--- src/rtl/pc_sequencer.sv ---
// Program-counter sequencer: sequential fetch stepping plus jump/branch redirects
// that land a fixed number of clock edges after they are accepted.
module pc_sequencer #(
  parameter int unsigned          PC_WIDTH     = 32,
  parameter int unsigned          OFF_WIDTH    = 8,
  parameter int unsigned          STEP         = 4,
  parameter logic [PC_WIDTH-1:0]  RESET_PC     = '0,
  parameter int unsigned          REDIRECT_LAT = 2
) (
  input  logic                 CLK,
  input  logic                 RESET_N,
  input  logic                 STALL,
  input  logic                 JUMP,
  input  logic                 BEQ,
  input  logic                 BNE,
  input  logic                 ZERO,
  input  logic [OFF_WIDTH-1:0] OFFSET,
  output logic [PC_WIDTH-1:0]  PC,
  output logic [PC_WIDTH-1:0]  PC_SEQ,
  output logic                 FETCH_VALID,
  output logic                 REDIRECT_BUSY
);

  localparam int unsigned SHIFT = $clog2(STEP);
  localparam int unsigned CNT_W = (REDIRECT_LAT > 2) ? $clog2(REDIRECT_LAT) : 1;
  localparam logic [CNT_W-1:0] CNT_LOAD =
    CNT_W'((REDIRECT_LAT >= 2) ? (REDIRECT_LAT - 2) : 0);

  typedef enum logic [1:0] {StInit, StRun, StWait} state_e;

  state_e              state_q;
  logic [PC_WIDTH-1:0] pc_q;
  logic [PC_WIDTH-1:0] tgt_q;
  logic [CNT_W-1:0]    cnt_q;
  logic                fetch_valid_q;
  logic                busy_q;

  logic [PC_WIDTH-1:0] pc_seq;
  logic [PC_WIDTH-1:0] off_ext;
  logic [PC_WIDTH-1:0] target;
  logic                taken;

  // Word offset is sign-extended to full PC width, then scaled to bytes.
  always_comb begin
    pc_seq  = pc_q + PC_WIDTH'(STEP);
    off_ext = PC_WIDTH'($signed(OFFSET));
    target  = pc_seq + (off_ext << SHIFT);
    taken   = JUMP | (BEQ & ZERO) | (BNE & ~ZERO);
  end

  always_ff @(posedge CLK or negedge RESET_N) begin
    if (!RESET_N) begin
      state_q       <= StInit;
      pc_q          <= RESET_PC;
      tgt_q         <= '0;
      cnt_q         <= '0;
      fetch_valid_q <= 1'b0;
      busy_q        <= 1'b0;
    end else begin
      case (state_q)
        StInit: begin
          state_q       <= StRun;
          fetch_valid_q <= 1'b1;
        end
        StRun: begin
          if (!STALL) begin
            if (!taken) begin
              pc_q <= pc_seq;
            end else if (REDIRECT_LAT == 1) begin
              pc_q <= target;
            end else begin
              tgt_q         <= target;
              cnt_q         <= CNT_LOAD;
              state_q       <= StWait;
              fetch_valid_q <= 1'b0;
              busy_q        <= 1'b1;
            end
          end
        end
        StWait: begin
          // Inputs are ignored here; the countdown never pauses.
          if (cnt_q == '0) begin
            pc_q          <= tgt_q;
            state_q       <= StRun;
            fetch_valid_q <= 1'b1;
            busy_q        <= 1'b0;
          end else begin
            cnt_q <= cnt_q - CNT_W'(1);
          end
        end
        default: state_q <= StInit;
      endcase
    end
  end

  assign PC            = pc_q;
  assign PC_SEQ        = pc_seq;
  assign FETCH_VALID   = fetch_valid_q;
  assign REDIRECT_BUSY = busy_q;

endmodule

--- config.mk ---
export PLATFORM = sky130hd
export DESIGN_NAME = pc_sequencer
export DESIGN_NICKNAME = d
export VERILOG_FILES = /design/src/rtl/pc_sequencer.sv
export SDC_FILE = /design/constraint.sdc
export NUM_CORES = 1
export LEC_CHECK = 0
export CAP_MARGIN = 5
export CELL_PAD_IN_SITES_DETAIL_PLACEMENT = 1
export CELL_PAD_IN_SITES_GLOBAL_PLACEMENT = 2
export CORE_MARGIN = 2
export CORE_UTILIZATION = 25
export DETAILED_ROUTE_END_ITERATION = 6
export MAX_ROUTING_LAYER = met4
export PLACE_DENSITY_LB_ADDON = 0.12
export SLEW_MARGIN = 0
export SYNTH_ARGS = -nofsm -noshare
export SYNTH_HDL_FRONTEND = slang
export SYNTH_SLANG_ARGS = --single-unit
--- constraint.sdc ---
create_clock -name CLK -period 9.2 [get_ports CLK]
set_clock_uncertainty 0.15 [all_clocks]
set_input_delay 1.84 -clock CLK [delete_from_list [all_inputs] [get_ports CLK]]
set_output_delay 1.84 -clock CLK [all_outputs]
set_load 0.005 [all_outputs]
==> results.cfg <==
[logic_synthesis]
ys_ff_latch = 68
ys_seq_area_share_pct = 33.8
synth-warning-count = 0
async_flop_share_pct = 100
synth_cell_type_count = 62
syn_area_um2 = 5040
synth_top_flop_cell = dfrtp_1
synth_cells = 574
syn-num-nets = 627
avgSynthCellArea_um2 = 8.78
synth_edf_count = 0

[sta]
max_freq_mhz = 180
setup_violations = 0
max-slew-margin-rel_pct = 28.8
period_minus_slack_ns = 5.57
finalMaxSlewViolations = 0
max_slew.worst_pin.slew_ns = 1.07
hold_viol_final = 0
rsz0062_at_grt = false
fin_setup_tns_ns = 0
post-route-period-util_pct = 60.5

[clock_network]
cts-htree-levels = 3
cts-resized-gates = 0
cts_tree = done
numCtsBuffers = 9
clock_latency_ns = 0.34
cts_root_buf = clkbuf_16
cts_sinks = 68
clk_pin_slew_worst_paths_ns = 0.06
ctsHoldBuffers = 0
cts_setup_buffers = 0
clockBufferDepth = 2

[die]
die_y_um = 146
fp-row-count = 51
pin_count = 81
die_x_um = 146
core-area_um2 = 19700
start_util_pct = 25.6
die-area_um2 = 21300

[place]
place_hpwl_um = 13100
gp_congestion = 0.782
io_buffers = 80
dp_cells = 895

[global_route]
grt_use_met2_pct = 29.1
track_usage_pct = 18.1
use_met3_pct = 2.70
gr-total-overflow = 0
grt_max_degree = 69
grt_pass1_vias = 5049
grt_busiest_layer = met2
grtUsageMet1_pct = 24.7
antenna_found_initial = 0
grt_pass1_wl_um = 29800

[power_and_ir_drop]
clkPwrFrac_pct = 18.5
seqPwrFrac_pct = 27.4
p_leak_uw = 0.00291
p_switching_uw = 887
netSwitchingFraction_pct = 42.2
worst_ir_drop_vdd_uv = 115
p_int_uw = 1210
pwr-share-comb_pct = 54.1
power_density_nw_per_um2 = 328

[status]
status = complete, no violations

[final_layout]
finalNonFillerCells = 911
antennaDiodeCount = 0
fill_cells = 2330
layout_common_cells = 79 x clkdlybuf4s50_1, 76 x nand2_1, 68 x dfrtp_1, 41 x o21ai_0, 37 x ha_1
postLayoutCoreUtil_pct = 32.6
final_nets = 694
drive_gt1_share_pct = 6.50
syn_to_final_growth_pct = 27.0
final_common_cell = clkdlybuf4s50_1

[route]
first_iter_violations = 202
dr_total_vias = 4621
drt-pass1-iter-count = 4
avgViaCountPerCell = 5.07
drtAntennaViolNets = 0
drc = 0
routed_wl_um = 18300
wl_per_cell_um = 20.1

[setup_path]
cp-end-kind = primary output
cp_max_fo = 7
criticalPathCategory = flip-flop to primary output
cp.required_ns = 7.21
crit_arrival_ns = 3.58
worstSetupStartpointType = flip-flop

[min_path]
hold_path_class = flip-flop to flip-flop

[run]
drv_cap = 0
-- power groups by stage --
stage / combinational [uW] / sequential [uW] / clock, uW
6_report: 1140 / 576 / 389
5_1_grt: 1270 / 598 / 413
4_1_cts: 1150 / 578 / 402
3_5_place_dp: 1140 / 581 / 0
3_3_place_gp: 1140 / 577 / 0
2_1_floorplan: 669 / 531 / 0
-- per-layer routing --
metal / vias up / wire [um] / part of all wire [%]
met5: - / 0 / 0
met4: 0 / 142 / 0.78
met3: 11 / 630 / 3.4
met2: 71 / 8500 / 46
met1: 2307 / 9050 / 49
li1: 2232 / - / -
-- stage by stage --
step	worst slack (ns)	area, um^2	total power, uW	hold slack, ns
finish	3.63	6400	2100	0.320
floorplan	5.09	5040	1200	0.290
global placement	3.70	6080	1720	0.303
CTS	3.61	6400	2130	0.326
global route	3.44	6400	2280	0.362
detailed placement	3.53	6080	1730	0.312
-- cell usage after synthesis (3+ instances only) --
| master | n | share of area, % |
|---|---|---|
| inv_1 | 19 | 1.4 |
| o211ai_1 | 4 | 0.60 |
| buf_1 | 3 | 0.22 |
| nand2b_1 | 5 | 0.62 |
| dfrtp_1 | 68 | 34 |
| a21o_1 | 21 | 3.1 |
| o311ai_1 | 3 | 0.52 |
| nand4_1 | 11 | 1.4 |
| a31oi_1 | 3 | 0.37 |
| clkbuf_1 | 16 | 1.2 |
| and3_1 | 18 | 2.2 |
| nand3_1 | 16 | 1.6 |
| a221o_1 | 13 | 2.6 |
| nor3b_1 | 6 | 0.89 |
| a222oi_1 | 3 | 0.60 |
| xor2_1 | 26 | 4.5 |
| a22o_1 | 3 | 0.52 |
| nor3_1 | 11 | 1.1 |
| ha_1 | 37 | 9.2 |
| nand2_1 | 76 | 5.7 |
| o311ai_0 | 5 | 0.87 |
| o21a_1 | 5 | 0.74 |
| buf_2 | 6 | 0.60 |
| nand3_2 | 3 | 0.60 |
| and4_1 | 5 | 0.87 |
| and2_1 | 10 | 1.2 |
| o21ai_0 | 41 | 4.1 |
| a22oi_1 | 6 | 0.89 |
| a211oi_1 | 3 | 0.45 |
| o21bai_1 | 6 | 0.89 |
| xnor2_1 | 24 | 4.2 |
| a21oi_1 | 33 | 3.3 |
| or4_1 | 3 | 0.45 |
| nor2b_1 | 3 | 0.37 |
| buf_4 | 4 | 0.60 |
| nor2_1 | 23 | 1.7 |
-- final cells by class --
type | count | area, um^2 | area share [%]
timing repair buffer | 85 | 833 | 13.0
inverter | 19 | 71.3 | 1.11
multi-input combinational | 458 | 3140 | 49.1
clock buffer | 9 | 225 | 3.52
tap | 265 | 332 | 5.18
sequential | 68 | 1700 | 26.6
clock inverter | 7 | 98.8 | 1.54
-- state kept, by name, indices dropped and copies added, names as in the netlist --
signal         flops
REDIRECT_BUSY      1
tgt_q             32
FETCH_VALID        1
PC                32
state_q            2
-- cells by family (layout without fill, tap and decap cells) --
family | after synthesis | in the layout | share of synthesized area, %
muxes | 3 | 3 | 0.645
adders and majority gates | 38 | 38 | 9.58
AOI/OAI and AO/OA | 169 | 169 | 23.3
buffers and inverters | 48 | 120 | 4.02
xor gates and xnor gates | 50 | 50 | 8.69
and+or+nand+nor | 198 | 198 | 20.0
DFF | 68 | 68 | 33.8
-- path summary, 6_finish.rpt --
check                             end  depth (start not counted)  startpoint  slack (ns)
min                          tgt_q[7]                          2    tgt_q[7]        0.32
min reg2reg                  tgt_q[7]                          2    tgt_q[7]        0.32
max reg2reg                 tgt_q[30]                         14       PC[9]        4.68
max                        PC_SEQ[30]                          8       PC[9]        3.63
min in group asynchronous       PC[5]                          2     RESET_N        1.59
max in group asynchronous   tgt_q[25]                          2     RESET_N        6.67
-- critical path: stages (launching register included) --
cell,delay (ns)
dfrtp_1,0.50
and3_1,0.25
and3_1,0.30
nand3_2,0.16
nor3_2,0.46
nand4_1,0.37
nor2_1,0.21
xor2_1,0.38
clkdlybuf4s50_1,0.58
Note: power is estimated with default switching activity, not from simulation.
